File: src/rtl/iz_rg_array.sv
`default_nettype none
// ============================================================================
// Module   : iz_rg_array
// Purpose  : Time-multiplexed array of N Izhikevich neurons sharing a single
//            fixed-point Euler-step datapath. One accepted step updates
//            neuron 0..N-1 on consecutive clocks. Each neuron has a mode preset,
//            refractory current gating and a saturating spike counter.
// Ports    : clk, rst      - clock, synchronous active-high reset
//            step          - start one step (accepted only while idle)
//            i_in, mode    - per-neuron current / mode, latched on accept
//            mon_sel       - neuron shown on v_out / u_out / cnt_out
//            cnt_clr       - clear every spike counter
//            busy, done    - step in progress / one-cycle completion pulse
//            spike         - spike flags of the last completed step
//            v_out, u_out  - monitored neuron state (registered)
//            cnt_out       - monitored neuron spike count (registered)
// Revision : 1.0 - initial release
// ============================================================================
module iz_rg_array #(
    parameter int N      = 4,
    parameter int DW     = 8,
    parameter int IW     = 5,
    parameter int CNT_W  = 8,
    parameter int REFRAC = 2,
    parameter int V_PEAK = 30
) (
    input  logic                 clk,
    input  logic                 rst,
    input  logic                 step,
    input  logic [N*IW-1:0]      i_in,
    input  logic [N*3-1:0]       mode,
    input  logic [$clog2(N)-1:0] mon_sel,
    input  logic                 cnt_clr,
    output logic                 busy,
    output logic                 done,
    output logic [N-1:0]         spike,
    output logic signed [DW-1:0] v_out,
    output logic signed [DW-1:0] u_out,
    output logic [CNT_W-1:0]     cnt_out
);

    localparam int c_IDXW = $clog2(N);
    localparam int c_PW   = 2*DW + 8;
    localparam int c_RW   = (REFRAC > 0) ? $clog2(REFRAC + 1) : 1;

    localparam logic [c_IDXW-1:0]      c_LAST    = c_IDXW'(N - 1);
    localparam logic signed [DW-1:0]   c_V_RST   = DW'(-65);
    localparam logic signed [DW-1:0]   c_U_RST   = DW'(-17);
    localparam logic signed [c_PW-1:0] c_SAT_MAX = c_PW'((1 <<< (DW - 1)) - 1);
    localparam logic signed [c_PW-1:0] c_SAT_MIN = c_PW'(-(1 <<< (DW - 1)));
    localparam logic signed [c_PW-1:0] c_K41     = c_PW'(41);
    localparam logic signed [c_PW-1:0] c_K5      = c_PW'(5);
    localparam logic signed [c_PW-1:0] c_K140    = c_PW'(140);
    localparam logic signed [c_PW-1:0] c_VPK     = c_PW'(V_PEAK);
    localparam logic [c_RW-1:0]        c_REF_LEN = c_RW'(REFRAC);
    localparam logic [CNT_W-1:0]       c_CNT_MAX = '1;

    typedef enum logic [0:0] {
        S_IDLE = 1'b0,
        S_RUN  = 1'b1
    } state_t;

    state_t                  r_state;
    state_t                  w_state_nxt;
    logic                    w_start;
    logic                    w_run;
    logic                    w_last;

    logic [c_IDXW-1:0]       r_idx;
    logic signed [DW-1:0]    r_v     [N];
    logic signed [DW-1:0]    r_u     [N];
    logic [c_RW-1:0]         r_ref   [N];
    logic [CNT_W-1:0]        r_cnt   [N];
    logic [IW-1:0]           r_i     [N];
    logic [1:0]              r_mode  [N];
    logic [N-1:0]            r_spk_acc;
    logic [N-1:0]            w_spk_now;

    logic signed [c_PW-1:0]  w_v;
    logic signed [c_PW-1:0]  w_u;
    logic signed [c_PW-1:0]  w_ieff;
    logic signed [c_PW-1:0]  w_vsq;
    logic signed [c_PW-1:0]  w_vraw;
    logic signed [c_PW-1:0]  w_du;
    logic signed [c_PW-1:0]  w_uraw;
    logic signed [c_PW-1:0]  w_d;
    logic signed [DW-1:0]    w_c;
    logic [2:0]              w_ashift;
    logic                    w_fire;
    logic signed [DW-1:0]    w_v_new;
    logic signed [DW-1:0]    w_u_new;
    logic [c_IDXW-1:0]       w_mon_idx;
    logic                    w_unused_mode;

    function automatic logic signed [DW-1:0] sat(input logic signed [c_PW-1:0] x);
        if (x > c_SAT_MAX) return c_SAT_MAX[DW-1:0];
        if (x < c_SAT_MIN) return c_SAT_MIN[DW-1:0];
        return x[DW-1:0];
    endfunction

    // Modes 4..7 alias 0..3, so the top mode bit is never stored.
    always_comb begin
        w_unused_mode = 1'b0;
        for (int k = 0; k < N; k++) begin
            w_unused_mode = w_unused_mode ^ mode[3*k + 2];
        end
    end

    // ---------------------------------------------------------------- FSM
    always_ff @(posedge clk) begin
        if (rst) r_state <= S_IDLE;
        else     r_state <= w_state_nxt;
    end

    always_comb begin
        w_state_nxt = r_state;
        w_start     = 1'b0;
        w_run       = 1'b0;
        w_last      = 1'b0;
        case (r_state)
            S_IDLE: begin
                if (step) begin
                    w_start     = 1'b1;
                    w_state_nxt = S_RUN;
                end
            end
            S_RUN: begin
                w_run = 1'b1;
                if (r_idx == c_LAST) begin
                    w_last      = 1'b1;
                    w_state_nxt = S_IDLE;
                end
            end
            default: w_state_nxt = S_IDLE;
        endcase
    end

    assign busy = (r_state == S_RUN);

    // ------------------------------------------------- shared datapath
    always_comb begin
        w_v    = c_PW'(r_v[r_idx]);
        w_u    = c_PW'(r_u[r_idx]);
        // Current is gated off while the neuron is refractory.
        w_ieff = (r_ref[r_idx] != '0) ? '0 : {{(c_PW-IW){1'b0}}, r_i[r_idx]};

        case (r_mode[r_idx])
            2'd0:    begin w_ashift = 3'd6; w_c = DW'(-65); w_d = c_PW'(8); end
            2'd1:    begin w_ashift = 3'd6; w_c = DW'(-55); w_d = c_PW'(4); end
            2'd2:    begin w_ashift = 3'd6; w_c = DW'(-50); w_d = c_PW'(2); end
            default: begin w_ashift = 3'd3; w_c = DW'(-65); w_d = c_PW'(2); end
        endcase

        // 0.04*v^2 approximated as 41/1024, floor via arithmetic shift.
        w_vsq  = (w_v * w_v * c_K41) >>> 10;
        w_vraw = w_v + w_vsq + (w_v * c_K5) + c_K140 - w_u + w_ieff;
        // b = 1/4 for every preset; a = 2^-a_shift. Uses the old v.
        w_du   = ((w_v >>> 2) - w_u) >>> w_ashift;
        w_uraw = w_u + w_du;

        // Threshold is tested on the unsaturated v so large jumps still fire.
        w_fire  = (w_vraw >= c_VPK);
        w_v_new = w_fire ? w_c : sat(w_vraw);
        w_u_new = w_fire ? sat(w_uraw + w_d) : sat(w_uraw);

        w_spk_now        = r_spk_acc;
        w_spk_now[r_idx] = w_fire;
    end

    // ------------------------------------------------- neuron state
    always_ff @(posedge clk) begin
        if (rst) begin
            r_idx     <= '0;
            r_spk_acc <= '0;
            spike     <= '0;
            done      <= 1'b0;
            for (int k = 0; k < N; k++) begin
                r_v[k]    <= c_V_RST;
                r_u[k]    <= c_U_RST;
                r_ref[k]  <= '0;
                r_cnt[k]  <= '0;
                r_i[k]    <= '0;
                r_mode[k] <= 2'd0;
            end
        end else begin
            done <= 1'b0;

            if (w_start) begin
                r_idx     <= '0;
                r_spk_acc <= '0;
                for (int k = 0; k < N; k++) begin
                    r_i[k]    <= i_in[k*IW +: IW];
                    r_mode[k] <= mode[k*3 +: 2];
                end
            end

            if (w_run) begin
                r_v[r_idx] <= w_v_new;
                r_u[r_idx] <= w_u_new;
                if (w_fire)                   r_ref[r_idx] <= c_REF_LEN;
                else if (r_ref[r_idx] != '0)  r_ref[r_idx] <= r_ref[r_idx] - 1'b1;
                r_spk_acc <= w_spk_now;
                r_idx     <= r_idx + 1'b1;
                // All spike flags become visible together with the last write.
                if (w_last) begin
                    spike <= w_spk_now;
                    done  <= 1'b1;
                end
            end

            // Clear has priority over a coincident increment.
            for (int k = 0; k < N; k++) begin
                if (cnt_clr) begin
                    r_cnt[k] <= '0;
                end else if (w_run && w_fire && (r_idx == c_IDXW'(k)) &&
                             (r_cnt[k] != c_CNT_MAX)) begin
                    r_cnt[k] <= r_cnt[k] + 1'b1;
                end
            end
        end
    end

    // ------------------------------------------------- monitor channel
    generate
        if ((1 << c_IDXW) == N) begin : g_mon_direct
            assign w_mon_idx = mon_sel;
        end else begin : g_mon_clamp
            assign w_mon_idx = (mon_sel > c_LAST) ? c_LAST : mon_sel;
        end
    endgenerate

    always_ff @(posedge clk) begin
        if (rst) begin
            v_out   <= c_V_RST;
            u_out   <= c_U_RST;
            cnt_out <= '0;
        end else begin
            v_out   <= r_v[w_mon_idx];
            u_out   <= r_u[w_mon_idx];
            cnt_out <= r_cnt[w_mon_idx];
        end
    end

endmodule
`default_nettype wire

File: config.mk
export PLATFORM = sky130hd
export DESIGN_NAME = iz_rg_array
export DESIGN_NICKNAME = d
export VERILOG_FILES = /design/src/rtl/iz_rg_array.sv
export SDC_FILE = /design/constraint.sdc
export NUM_CORES = 1
export LEC_CHECK = 0
export ABC_CLOCK_PERIOD_IN_PS = 32100
export CAP_MARGIN = 25
export CELL_PAD_IN_SITES_DETAIL_PLACEMENT = 1
export CELL_PAD_IN_SITES_GLOBAL_PLACEMENT = 2
export CORE_ASPECT_RATIO = 0.5
export CORE_MARGIN = 10
export CORE_UTILIZATION = 45
export CTS_CLUSTER_SIZE = 14
export DETAILED_ROUTE_END_ITERATION = 8
export HOLD_SLACK_MARGIN = 0.06
export MAX_ROUTING_LAYER = met4
export PLACE_DENSITY = 0.84
export SKIP_LAST_GASP = 1
export SYNTH_ARGS = -nofsm -noshare
export SYNTH_HDL_FRONTEND = slang
export SYNTH_SLANG_ARGS = --single-unit
File: constraint.sdc
create_clock -name clk -period 32.1 [get_ports clk]
set_clock_uncertainty 0.2 [all_clocks]
set_input_delay 4.815 -clock clk [delete_from_list [all_inputs] [get_ports clk]]
set_output_delay 4.815 -clock clk [all_outputs]
set_load 0.01 [all_outputs]
==> results of run 1 <==
## routing by layer
metal | up-vias | wire, µm
li1 | 4838 | -
met2 | 109 | 19090
met5 | - | 0
met3 | 36 | 904
met1 | 5218 | 16340
met4 | 0 | 509
## cells in the mapped netlist (22+ instances only)
cell type  number
inv_1         210
edfxtp_1      132
ha_1          147
nand3_1        29
xnor2_1        47
fa_1           93
nand2_1        69
o21ai_0        50
nor2_1        102
nor2b_1        22
and2_1         48
nand2b_1       22
dfxtp_1        37
xor2_1         27
mux4_2         50
a21oi_1        39
clkbuf_1       31
## registers in the layout, summed over array words and instances (netlist names), named ones only
| register | count |
|---|---|
| r_u | 32 |
| busy | 1 |
| r_mode | 8 |
| r_idx | 2 |
| r_ref | 8 |
| cnt_out | 8 |
| r_i | 20 |
| v_out | 8 |
| spike | 4 |
| u_out | 8 |
| r_cnt | 32 |
| r_v | 32 |
| r_spk_acc | 3 |
| done | 1 |
## cell families (layout without fill, tap and decap cells)
group	count (synthesis)	in the layout	share of synthesized area
muxes	60	60	0.08405
AOI/OAI and AO/OA	209	209	0.1018
and+or+nand+nor	370	370	0.1303
xor gates and xnor gates	74	74	0.04424
DFF	169	169	0.3211
buffers and inverters	252	316	0.06551
other	1	1	0.0002560
adders and majority gates	240	240	0.2526
## final timing paths
kind / startpoint / slack, ns / to
worst max-delay path: flop / 18.14 / r_cnt[1][7]
worst min-delay path: r_spk_acc[2] / 0.28 / r_spk_acc[2]
worst max register to register: flop / 18.14 / r_cnt[1][7]
worst min register to register: r_spk_acc[2] / 0.28 / r_spk_acc[2]
## cell type report
class / count / area share
multi-input combinational: 954 / 0.5509
sequential: 169 / 0.2884
inverter: 210 / 0.04830
timing repair buffer: 75 / 0.04454
tap: 432 / 0.03312
clock buffer: 20 / 0.02676
clock inverter: 11 / 0.007974
## metrics by stage
stage	utilization	setup slack (ns)	instance area [µm²]	instances
2_1_floorplan	-	19.31	14650	1375
3_3_place_gp	0.4927	18.31	15710	1836
3_5_place_dp	0.4937	18.05	15740	1839
4_1_cts	0.5115	18.00	16310	1870
5_1_grt	0.5118	17.22	16320	1871
6_report	0.5118	18.14	16320	1871
## placed cells by master (no fill, tap or decap), types with 27 or more instances in the layout
cell type	n
fa_1	93
xnor2_1	47
o21ai_0	50
mux4_2	50
a21oi_1	39
xor2_1	27
inv_1	210
dfxtp_1	36
nand2_1	69
and2_1	48
ha_1	147
nor2_1	102
clkdlybuf4s50_1	62
edfxtp_1	132
nand3_1	29
## worst reg2reg max path, delay by kind of cell (launching register included)
kind,cells,cell delay (ns)
AOI/OAI and AO/OA,10,3.46
xor gates and xnor gates,5,1.08
adders and majority gates,13,5.53
buffers and inverters,9,1.16
DFF,1,0.31
muxes,1,0.83
and+or+nand+nor,5,1.04
==> flow_metrics.env, run 1 <==
export IMPL_setup_violations=0
export IMPL_portBuffers=63
export IMPL_drt_wl_total_um=36840
export IMPL_tns_ns=0
export IMPL_gp_congestion=0.8437
export IMPL_pin_count=68
export IMPL_path_class="flop to flop"
export IMPL_crit_cells=43
export IMPL_start_util=0.4594
export IMPL_crit_buf_inv=9
export IMPL_cts_tree="yes"
export IMPL_whs_path_depth=2
export IMPL_ys_warn_count=0
export IMPL_core_um2=31890
export IMPL_ys_seq_elements=169
export IMPL_grt_total_usage=0.1921
export IMPL_grt_max_degree=48
export IMPL_critPathArrivalTime_ns=13.86
export IMPL_synthFlopType="edfxtp_1"
export IMPL_cts_buffer_depth=2
export IMPL_die_y_um=147.6
export IMPL_worst_hold_slack_ns=0.2786
export IMPL_avgSynthCellArea_um2=10.65
export IMPL_yosys_area_top_type="edfxtp_1"
export IMPL_via_per_inst=5.452
export IMPL_clkSinkCount=169
export IMPL_min_period_over_period=0.4348
export IMPL_numCtsBuffers=17
export IMPL_synth_edf_count=132
export IMPL_insertion_delay_ns=0.43
export IMPL_path_clk_slew_ns=0.06
export IMPL_diodes=0
export IMPL_async_reset_ff_frac=0
export IMPL_grt_busiest_layer="met2"
export IMPL_max_slew_margin_rel=0.3340
export IMPL_cpPeakStageDelay_ns=0.81
export IMPL_endpoint_kind="flop"
export IMPL_fillers=3472
export IMPL_nets=1705
export IMPL_hold_violations=0
export IMPL_h_tree_depth=4
export IMPL_yosys_area_top_type_share=0.2706
export IMPL_drc=0
export IMPL_cts_hold_buf=0
export IMPL_num_vias=10200
export IMPL_dp_hpwl_um=28680
export IMPL_multi_input_area_um2=8991
export IMPL_ctsRootBufferMaster="clkbuf_16"
export IMPL_synthTopCellsByArea="edfxtp_1 27%, fa_1 13%, ha_1 13%"
export IMPL_grtUsageMet2=0.3403
export IMPL_overflow=0
export IMPL_fp_dieW_um=275.2
export IMPL_critPathRequiredTime_ns=32.00
export IMPL_grt_pass1_wl_um=60500
export IMPL_syn_to_final_growth_pct=11.40
export IMPL_grt_pass1_vias=11370
export IMPL_rows=46
export IMPL_cts_setup_buffers=0
export IMPL_path_delay_family="adder cells"
export IMPL_syn_nets=1653
export IMPL_seq_area_um2=4706
export IMPL_grtUsageMet3=0.02238
export IMPL_drive_above_1_share=0.1022
export IMPL_wl_per_cell_um=19.69
export IMPL_antenna_found_initial=0
export IMPL_synth_cell_type_count=79
export IMPL_critPathLaunchType="flop"
export IMPL_cp_slowest_cell="mux4_2"
export IMPL_grt_setup_unrepaired="no"
export IMPL_status="complete, no violations"
export IMPL_ant_nets=0
export IMPL_timing_reg2reg_worst_path_depth=43
export IMPL_drt_pass1_iter_count=4
export IMPL_clock_fmax_mhz=71.65
export IMPL_cp_max_fo=26
export IMPL_postSynthCellCount=1375
export IMPL_syn_area_um2=14650
export IMPL_grt_util_met1=0.2332
export IMPL_first_iter_violations=533
export IMPL_finalCriticalPeriod_ns=13.96
export IMPL_drv_cap=0
export IMPL_ctsResizeCount=0
export IMPL_tightestPinTransition_ns=0.9989
export IMPL_dieArea_um2=40610
export IMPL_yosysSeqAreaShare=0.3211
export IMPL_hp_class="flop to flop"
export IMPL_finalMaxSlewViolations=0
Power of run 1 is left out: the tool's default activity adds up to more than one toggle a clock period on the data nets, which glitch-free logic cannot reach.
==> inputs of run 2 (changes only) <==
--- a/config.mk
+++ b/config.mk
@@ -5,18 +5,18 @@
 export SDC_FILE = /design/constraint.sdc
 export NUM_CORES = 1
 export LEC_CHECK = 0
-export ABC_CLOCK_PERIOD_IN_PS = 32100
+export ABC_CLOCK_PERIOD_IN_PS = 14100
 export CAP_MARGIN = 25
 export CELL_PAD_IN_SITES_DETAIL_PLACEMENT = 1
 export CELL_PAD_IN_SITES_GLOBAL_PLACEMENT = 2
 export CORE_ASPECT_RATIO = 0.5
 export CORE_MARGIN = 10
-export CORE_UTILIZATION = 45
+export CORE_UTILIZATION = 42
 export CTS_CLUSTER_SIZE = 14
 export DETAILED_ROUTE_END_ITERATION = 8
 export HOLD_SLACK_MARGIN = 0.06
 export MAX_ROUTING_LAYER = met4
-export PLACE_DENSITY = 0.84
+export PLACE_DENSITY = 0.79
 export SKIP_LAST_GASP = 1
 export SYNTH_ARGS = -nofsm -noshare
 export SYNTH_HDL_FRONTEND = slang
==> constraint.sdc (replaced) <==
create_clock -name clk -period 14.1 [get_ports clk]
set_clock_uncertainty 0.2 [all_clocks]
set_input_delay 2.115 -clock clk [delete_from_list [all_inputs] [get_ports clk]]
set_output_delay 2.115 -clock clk [all_outputs]
set_load 0.01 [all_outputs]
==> run 2 against run 1 <==
  * Via count increased by 0.76%
  * Global-route usage shrank 1.3 points
  * Die area grew 6.4%
  * Critical endpoint is now r_cnt[0][2]
==> flow_metrics.env, run 2 (synthesis gave the netlist of run 1 again) <==
export IMPL_status="complete, no violations"
export IMPL_wl_per_cell_um=19.26
export IMPL_critPathLaunchType="flop"
export IMPL_min_period_over_period=0.9313
export IMPL_path_class="flop to flop"
export IMPL_timing_reg2reg_worst_path_depth=47
export IMPL_finalCriticalPeriod_ns=13.13
export IMPL_critPathRequiredTime_ns=14.03
export IMPL_final_common_cell="inv_1"
export IMPL_hp_class="flop to flop"
export IMPL_diodes=0
export IMPL_cts_hold_buf=0
export IMPL_path_clk_slew_ns=0.07
export IMPL_tightestPinTransition_ns=1.051
export IMPL_drt_wl_total_um=37150
export IMPL_cp_slowest_cell="mux4_2"
export IMPL_cts_tree="yes"
export IMPL_grt_pass1_wl_um=60760
export IMPL_fp_dieW_um=284.1
export IMPL_drive_above_1_share=0.1135
export IMPL_crit_cells=47
export IMPL_pin_count=68
export IMPL_crit_buf_inv=7
export IMPL_insertion_delay_ns=0.44
export IMPL_gp_congestion=0.8163
export IMPL_endpoint_kind="flop"
export IMPL_overflow=0
export IMPL_clkSinkCount=169
export IMPL_setup_violations=0
export IMPL_path_delay_family="adder cells"
export IMPL_dp_cells=1896
export IMPL_ctsRootBufferMaster="clkbuf_16"
export IMPL_syn_to_final_growth_pct=12.67
export IMPL_start_util=0.4257
export IMPL_core_um2=34410
export IMPL_drc=0
export IMPL_cpPeakStageDelay_ns=0.74
export IMPL_max_slew_margin_rel=0.2995
export IMPL_first_iter_violations=388
export IMPL_ff2ff_setup_slack_ns=0.97
export IMPL_critPathArrivalTime_ns=13.06
export IMPL_nets=1719
export IMPL_hp_start="r_spk_acc[0]"
export IMPL_antenna_found_initial=2
export IMPL_instances_no_fill=1929
export IMPL_via_per_inst=5.329
export IMPL_portBuffers=63
export IMPL_grt_pass1_vias=11460
export IMPL_num_vias=10280
export IMPL_h_tree_depth=4
export IMPL_finalMaxSlewViolations=0
export IMPL_tns_ns=0
export IMPL_grt_total_usage=0.1792
export IMPL_cts_buffer_depth=2
export IMPL_hold_violations=0
export IMPL_drt_pass1_iter_count=5
export IMPL_ant_nets=0
export IMPL_fillers=3748
export IMPL_dp_hpwl_um=29550
export IMPL_r2r_end="r_cnt[0][2]"
export IMPL_dieArea_um2=43200
export IMPL_numCtsBuffers=17
export IMPL_drv_cap=0
export IMPL_rows=48
export IMPL_clock_fmax_mhz=76.15
export IMPL_die_y_um=152.1
export IMPL_grt_max_degree=48
export IMPL_top_regs="r_cnt (32), r_u (32), r_v (32)"
export IMPL_endpoint="r_cnt[0][2]"
export IMPL_path_common_cell="ha_1"
export IMPL_mostFrequentLayoutCells="210 x inv_1, 147 x ha_1, 132 x edfxtp_1"
export IMPL_cp_max_fo=11
export IMPL_grt_setup_unrepaired="no"
## run 2: metrics by stage
stage | hold slack, ns | instance area (µm²) | worst slack, ns | utilization
after floorplan | 0.2490 | 14650 | 1.311 | -
after global placement | 0.2621 | 15870 | 0.7289 | 0.4612
after detailed placement | 0.2756 | 15900 | 0.4899 | 0.4622
after CTS | 0.2865 | 16450 | 0.4582 | 0.4781
after global routing | 0.3104 | 16510 | 0.05703 | 0.4796
final | 0.2848 | 16510 | 0.9682 | 0.4796
## run 2: per-layer routing
metal,wire (µm),GRT usage,part of all wire,up-vias
met5,0,-,0,-
met4,600,0.04289,0.016,0
met3,1061,0.02471,0.029,42
met2,19060,0.3157,0.51,158
met1,16430,0.2150,0.44,5186
li1,-,-,-,4893
## run 2: cell type report
| cell class | count | area (µm²) | area share |
|---|---|---|---|
| Multi-Input combinational cell | 954 | 9029 | 0.5470 |
| Sequential cell | 169 | 4706 | 0.2851 |
| Timing Repair Buffer | 89 | 839.6 | 0.05086 |
| Inverter | 210 | 788.3 | 0.04776 |
| Tap cell | 475 | 594.3 | 0.03601 |
| Clock buffer | 21 | 450.4 | 0.02729 |
| Clock inverter | 11 | 98.84 | 0.005988 |
## run 2: repair_timing
action,CTS,global route
endpoints found under the hold margin,0,0
endpoints found under the setup margin,0,72
setup buffers,0,0
gates resized for setup,0,5
## run 2: tightest hold or removal path, delay by kind of cell (launching register included)
family          cells  cell delay [ns]
compound gates      2             0.13
flops               1             0.31
## run 2: worst min-delay path by stage
stage                         to  depth (start not counted)
finish              r_spk_acc[0]                          2
global placement        spike[3]                          2
floorplan           r_spk_acc[0]                          2
detailed placement  r_spk_acc[0]                          2
CTS                 r_spk_acc[0]                          2
global route        r_spk_acc[0]                          2
Power of run 2 is left out for the same reason.
==> RTL edit 1, RTL diff (settings of run 2) <==
Add an input register stage for `step`, `i_in`, `mode`, `mon_sel` and `cnt_clr`, cleared by the reset; this delays them by one clock. Comments in the files are not updated.
--- a/src/rtl/iz_rg_array.sv
+++ b/src/rtl/iz_rg_array.sv
@@ -60,6 +60,28 @@
         S_RUN  = 1'b1
     } state_t;
 
+    logic step_q;
+    logic [N*IW-1:0] i_q;
+    logic [N*3-1:0] mode_q;
+    logic [$clog2(N)-1:0] mon_sel_q;
+    logic cnt_clr_q;
+
+    always_ff @(posedge clk) begin
+        if (rst) begin
+            step_q    <= '0;
+            i_q       <= '0;
+            mode_q    <= '0;
+            mon_sel_q <= '0;
+            cnt_clr_q <= '0;
+        end else begin
+            step_q    <= step;
+            i_q       <= i_in;
+            mode_q    <= mode;
+            mon_sel_q <= mon_sel;
+            cnt_clr_q <= cnt_clr;
+        end
+    end
+
     state_t                  r_state;
     state_t                  w_state_nxt;
     logic                    w_start;
@@ -102,7 +124,7 @@
     always_comb begin
         w_unused_mode = 1'b0;
         for (int k = 0; k < N; k++) begin
-            w_unused_mode = w_unused_mode ^ mode[3*k + 2];
+            w_unused_mode = w_unused_mode ^ mode_q[3*k + 2];
         end
     end
 
@@ -119,7 +141,7 @@
         w_last      = 1'b0;
         case (r_state)
             S_IDLE: begin
-                if (step) begin
+                if (step_q) begin
                     w_start     = 1'b1;
                     w_state_nxt = S_RUN;
                 end
@@ -189,8 +211,8 @@
                 r_idx     <= '0;
                 r_spk_acc <= '0;
                 for (int k = 0; k < N; k++) begin
-                    r_i[k]    <= i_in[k*IW +: IW];
-                    r_mode[k] <= mode[k*3 +: 2];
+                    r_i[k]    <= i_q[k*IW +: IW];
+                    r_mode[k] <= mode_q[k*3 +: 2];
                 end
             end
 
@@ -210,7 +232,7 @@
 
             // Clear has priority over a coincident increment.
             for (int k = 0; k < N; k++) begin
-                if (cnt_clr) begin
+                if (cnt_clr_q) begin
                     r_cnt[k] <= '0;
                 end else if (w_run && w_fire && (r_idx == c_IDXW'(k)) &&
                              (r_cnt[k] != c_CNT_MAX)) begin
@@ -223,9 +245,9 @@
     // ------------------------------------------------- monitor channel
     generate
         if ((1 << c_IDXW) == N) begin : g_mon_direct
-            assign w_mon_idx = mon_sel;
+            assign w_mon_idx = mon_sel_q;
         end else begin : g_mon_clamp
-            assign w_mon_idx = (mon_sel > c_LAST) ? c_LAST : mon_sel;
+            assign w_mon_idx = (mon_sel_q > c_LAST) ? c_LAST : mon_sel_q;
         end
     endgenerate
 
Check against the original RTL: not equivalent (a bounded check fails within 4 cycles, from zero or initial values and one cycle with rst high).
==> RTL edit 1 against run 2 <==
Routed wire length rose by 7.4%. Synthesized area is 6.6% higher. Sequential cell count rose by 32. Core utilization grew 0.43 points. Non-clock buffer count shrank 1. Setup slack improved by 9.6 ps. Count of clock-buffer cells in the layout is 7 higher. Highest routed layer unchanged. Cell area up 6.4%. Die area increased by 5.9%.
Power is left out: the tool's default activity adds up to more than one toggle a clock period on the data nets, which glitch-free logic cannot reach.
==> RTL edit 1: results (changes against run 2) <==
[outcome]
status = finished, final reports clean

[synth]
synth_fa_ha_area_frac = 0.237  ; -0.0156
synth_common_cells = 214 x inv_1, 147 x ha_1, 132 x edfxtp_1
yosysWarnings = 0  ; unchanged
ys_types = 83  ; +5.1%
synth_ff_type = edfxtp_1
synth.area.mux_share = 0.0775  ; -0.00657
synthesis.nets = 1731  ; +4.7%
synth_edf_count = 132  ; unchanged
synth_compound_area_frac = 0.0994  ; -0.00246
synth_xor_area_frac = 0.0437  ; -0.000497
synth_seq_area_share = 0.342  ; +0.0211
synthArstFlopShare = 0  ; unchanged
synthTopCellsByArea = edfxtp_1 25%, fa_1 12%, ha_1 12%

[place]
dpl.hpwl_um = 31100  ; +5.2%
dpl-instance-area_um2 = 16800  ; +5.9%
place_congestion = 0.849  ; +4.0%
place_ws_ps = 796  ; +306 ps
port_buffers = 63  ; unchanged

[cts]
cts_resized = 0  ; unchanged
insertion_delay_ps = 500  ; +60 ps
clk_pin_slew_ps = 70  ; about the same
post_cts_buffers = 0  ; unchanged
clockRootBuffer = clkbuf_16
clk_path_buf_depth = 3  ; +1
numCtsBuffers = 21  ; +4
htree_levels = 1  ; -3

[setup_path]
worst_path_max_delay_cell = dfxtp_1
critPathMaxStageDelay_ps = 740  ; about the same
path_max_fanout = 12  ; +1
worstPathArrival_ps = 13090  ; +30 ps

[cells_and_area]
reg_top3 = r_cnt x32, r_u x32, r_v x32
antenna_cells = 0  ; unchanged
drive_above_1_share = 0.109  ; -0.00461
nNetsFinal = 1797  ; +4.5%
fillers = 3915  ; +4.5%

[sta]
slew_headroom = 0.339  ; +0.0391

[global_routing]
grt_pass1_wl_um = 64500  ; +6.2%
grt_max_degree = 80  ; +67%
track_usage = 0.180  ; +0.000532
antenna_found_initial = 0  ; -2
grt_pass1_vias = 11914  ; +3.9%

[routing]
viasPerCell = 5.38  ; +0.94%
routedWlPerCell_um = 19.8  ; +2.7%
drt_first_pass_iters = 5  ; unchanged
drt_iter0_drc = 463  ; +19%

[worst_hold_path]
hp-class = reg2reg

-- RTL edit 1: changes by cell type in the layout (fill, tap and decap cells not counted), moves of 6 or more --
cell and change:
o21a_1 +6, nand3_1 +7, o21ai_0 -20, nor2b_1 +35, nand2b_1 -7, nor2_1 -9
a22oi_1 +16, dfxtp_1 +31, xor2_1 +6
-- RTL edit 1: kinds of logic after synthesis --
logic type | count (synthesis)
AND/OR/NAND/NOR | 405
buffers and inverters | 259
adder cells (fa/ha/maj) | 240
AO/OA/AOI/OAI | 210
flip-flops | 201
XOR/XNOR | 78
multiplexers | 59
other | 1
-- RTL edit 1: area by class of cell --
cell class                      instances  share of cell area
Clock buffer                           28              0.0338
Multi-Input combinational cell        993               0.528
Inverter                              214              0.0457
Clock inverter                         10             0.00563
Sequential cell                       201               0.305
Timing Repair Buffer                   88              0.0477
Tap cell                              484              0.0345
-- RTL edit 1: routing by layer --
layer,vias to the layer above,share of wire,global-route usage,routed length (um)
li1,5148,-,-,-
met1,5502,0.44,0.216,17500
met2,159,0.51,0.323,20300
met3,45,0.034,0.0225,1380
met4,0,0.018,0.0340,711
met5,-,0,-,0
-- RTL edit 1: worst max-delay path, delay by kind of cell, from the launching register on --
family,cells,cell delay [ps]
muxes,2,640
xor gates and xnor gates,2,530
adders and majority gates,14,6070
AOI/OAI and AO/OA,11,2670
DFF,1,740
buffers and inverters,8,870
and+or+nand+nor,5,1010
-- RTL edit 1: final timing paths --
kind                         start                         to  slack, ps  cells after the start
max                       register  r_cnt[0][4]$_SDFFCE_PN0P_        980                     42
min          spike[3]$_SDFFE_PP0P_      spike[3]$_SDFFE_PP0P_        280                      2
max reg2reg               register  r_cnt[0][4]$_SDFFCE_PN0P_        980                     42
min reg2reg  spike[3]$_SDFFE_PP0P_      spike[3]$_SDFFE_PP0P_        280                      2
-- RTL edit 1: stage by stage --
step	cells	utilization
global placement	1978	0.464
global route	2018	0.484
finish	2018	0.484
detailed placement	1979	0.464
floorplan	1453	-
CTS	2017	0.483
==> RTL edit 2, RTL diff (flow settings as in run 2) <==
Without the edit above. `IW`: 5 -> 6.
--- a/src/rtl/iz_rg_array.sv
+++ b/src/rtl/iz_rg_array.sv
@@ -19,7 +19,7 @@
 module iz_rg_array #(
     parameter int N      = 4,
     parameter int DW     = 8,
-    parameter int IW     = 5,
+    parameter int IW     = 6,
     parameter int CNT_W  = 8,
     parameter int REFRAC = 2,
     parameter int V_PEAK = 30
Ports: changed (resized i_in); port bits go from 68 to 72. The function was not compared with the original's and may differ.
==> RTL edit 2 against run 2 <==
Cell area is 2.4% higher. Final cell count grew 2.7%. Routed wire length is 6.6% higher. Highest routed layer unchanged. Critical path type unchanged. Die area grew 2.0%. Sequential cell count is 4 higher. Core utilization rose by 0.55 points. Via count grew 4.9%. Setup slack got worse by 250 ps. Maximum frequency decreased by 1.9%. Synthesized area is 2.2% higher. Critical path depth down 3.
Power is left out: the tool's default activity adds up to more than one toggle a clock period on the data nets, which glitch-free logic cannot reach.
==> RTL edit 2: results (changes against run 2) <==
[routing]
routed_wl_um = 39600  ; +6.6%
drt_first_pass_iters = 5  ; unchanged
drt_iter0_drc = 548  ; +41%
num_vias = 10786  ; +4.9%
drtAntennaViolNets = 0  ; unchanged

[cells_and_area]
nNetsFinal = 1777  ; +3.4%
reg_top3 = r_cnt x32, r_u x32, r_v x32
antenna_cells = 0  ; unchanged
fillers = 3826  ; +2.1%
drive_above_1_share = 0.111  ; -0.00266

[cts]
clk_path_buf_depth = 2  ; unchanged
insertion_delay_ps = 450
htree_levels = 4  ; unchanged
clk_pin_slew_ps = 70  ; about the same
numCtsBuffers = 17  ; unchanged

[place]
place_congestion = 0.833  ; +2.0%
dpl.hpwl_um = 31100  ; +5.3%
port_buffers = 67  ; +6.3%

[setup_path]
worstPathArrival_ps = 13330  ; +270 ps
critPathMaxStageDelay_ps = 740  ; about the same
crit_family = adder cells
reg2reg_to = r_cnt[0][4]$_SDFFCE_PN0P_
worst_path_max_delay_cell = mux4_2
rrSetupSlack_ps = 720  ; -250 ps
path_max_fanout = 14  ; +3
ff2ff_path_depth = 44  ; -6.4%
crit_type = reg2reg

[synth]
synth_edf_count = 136  ; +3.0%
ys_types = 78  ; -1.3%
yosysWarnings = 0  ; unchanged
synthesis.nets = 1712  ; +3.6%
synthArstFlopShare = 0  ; unchanged
synth_common_cells = 213 x inv_1, 147 x ha_1, 136 x edfxtp_1
synth_seq_area_share = 0.322  ; +0.00118
synthTopCellsByArea = edfxtp_1 27%, fa_1 13%, ha_1 12%

[worst_hold_path]
worstHoldPathCells = 2  ; unchanged
holdPathEnd = spike[3]$_SDFFE_PP0P_
min_from = spike[3]$_SDFFE_PP0P_
hp-class = reg2reg

[sta]
slew_headroom = 0.389  ; +0.0897
holdWs_ps = 265  ; -19.8 ps

[global_routing]
grt_pass1_vias = 11838  ; +3.3%
grt_pass1_wl_um = 64000  ; +5.3%
track_usage = 0.186  ; +0.00733
grtUsageMet2 = 0.324  ; +0.00825
gr-usage-met3 = 0.0210  ; -0.00367
antenna_found_initial = 0  ; -2
grtUsageMet1 = 0.231  ; +0.0157
grt_max_degree = 49  ; +2.1%

[floorplan]
die_w_um = 287  ; +1.0%

[outcome]
status = finished, final reports clean

-- RTL edit 2: tightest hold or removal path, cell delays in order (launching register included) --
cell     delay (ps)
dfxtp_1         310
nand2_1          50
a21oi_1          50
-- RTL edit 2: routing by layer --
| layer | vias up | part of all wire |
|---|---|---|
| met1 | 5522 | 0.45 |
| met2 | 153 | 0.51 |
| met4 | 0 | 0.013 |
| li1 | 5077 | - |
| met5 | - | 0 |
| met3 | 34 | 0.028 |
-- RTL edit 2: area by class of cell --
class                      instances  area [um2]  share of cell area
inverter                         214         803              0.0475
clock inverter                    12         160             0.00948
multi-input combinational        994        9170               0.543
tap                              475         594              0.0352
timing repair buffer              94         893              0.0529
clock buffer                      20         447              0.0264
sequential                       173        4830               0.286
-- RTL edit 2: worst max path at each step --
stage                                     end  slack, ps  cells past startpoint
finish              r_cnt[0][4]$_SDFFCE_PN0P_        720                     44
global route          r_v[1][6]$_SDFFCE_PN0P_         30                     43
CTS                 r_cnt[3][5]$_SDFFCE_PN0P_        330                     42
detailed placement  r_cnt[0][2]$_SDFFCE_PN0P_        410                     42
global placement    r_cnt[0][3]$_SDFFCE_PN0P_        630                     46
floorplan           r_cnt[3][0]$_SDFFCE_PN0P_       1470                     47
-- RTL edit 2: metrics by stage --
| step | utilization | std cells | cell area [um2] | setup slack (ps) |
|---|---|---|---|---|
| 3_3_place_gp | 0.467 | 1948 | 16300 | 628 |
| 5_1_grt | 0.485 | 1982 | 16900 | 27.9 |
| 3_5_place_dp | 0.467 | 1948 | 16300 | 410 |
| 6_report | 0.485 | 1982 | 16900 | 715 |
| 4_1_cts | 0.484 | 1980 | 16900 | 334 |
| 2_1_floorplan | - | 1429 | 15000 | 1470 |
-- RTL edit 2: cell families after synthesis --
kind of cell / Yosys count / synth area share
compound gates: 205 / 0.0977
xor+xnor: 69 / 0.0404
fa+ha+maj: 241 / 0.249
buf+inv: 262 / 0.0667
flops: 173 / 0.322
mux: 60 / 0.0829
other cells: 1 / 0.000251
simple gates: 418 / 0.141
-- RTL edit 2: repair_timing --
item | CTS | global route
gates resized for setup | 0 | 5
endpoints found under the setup margin | 0 | 104
buffers inserted | 0 | 2
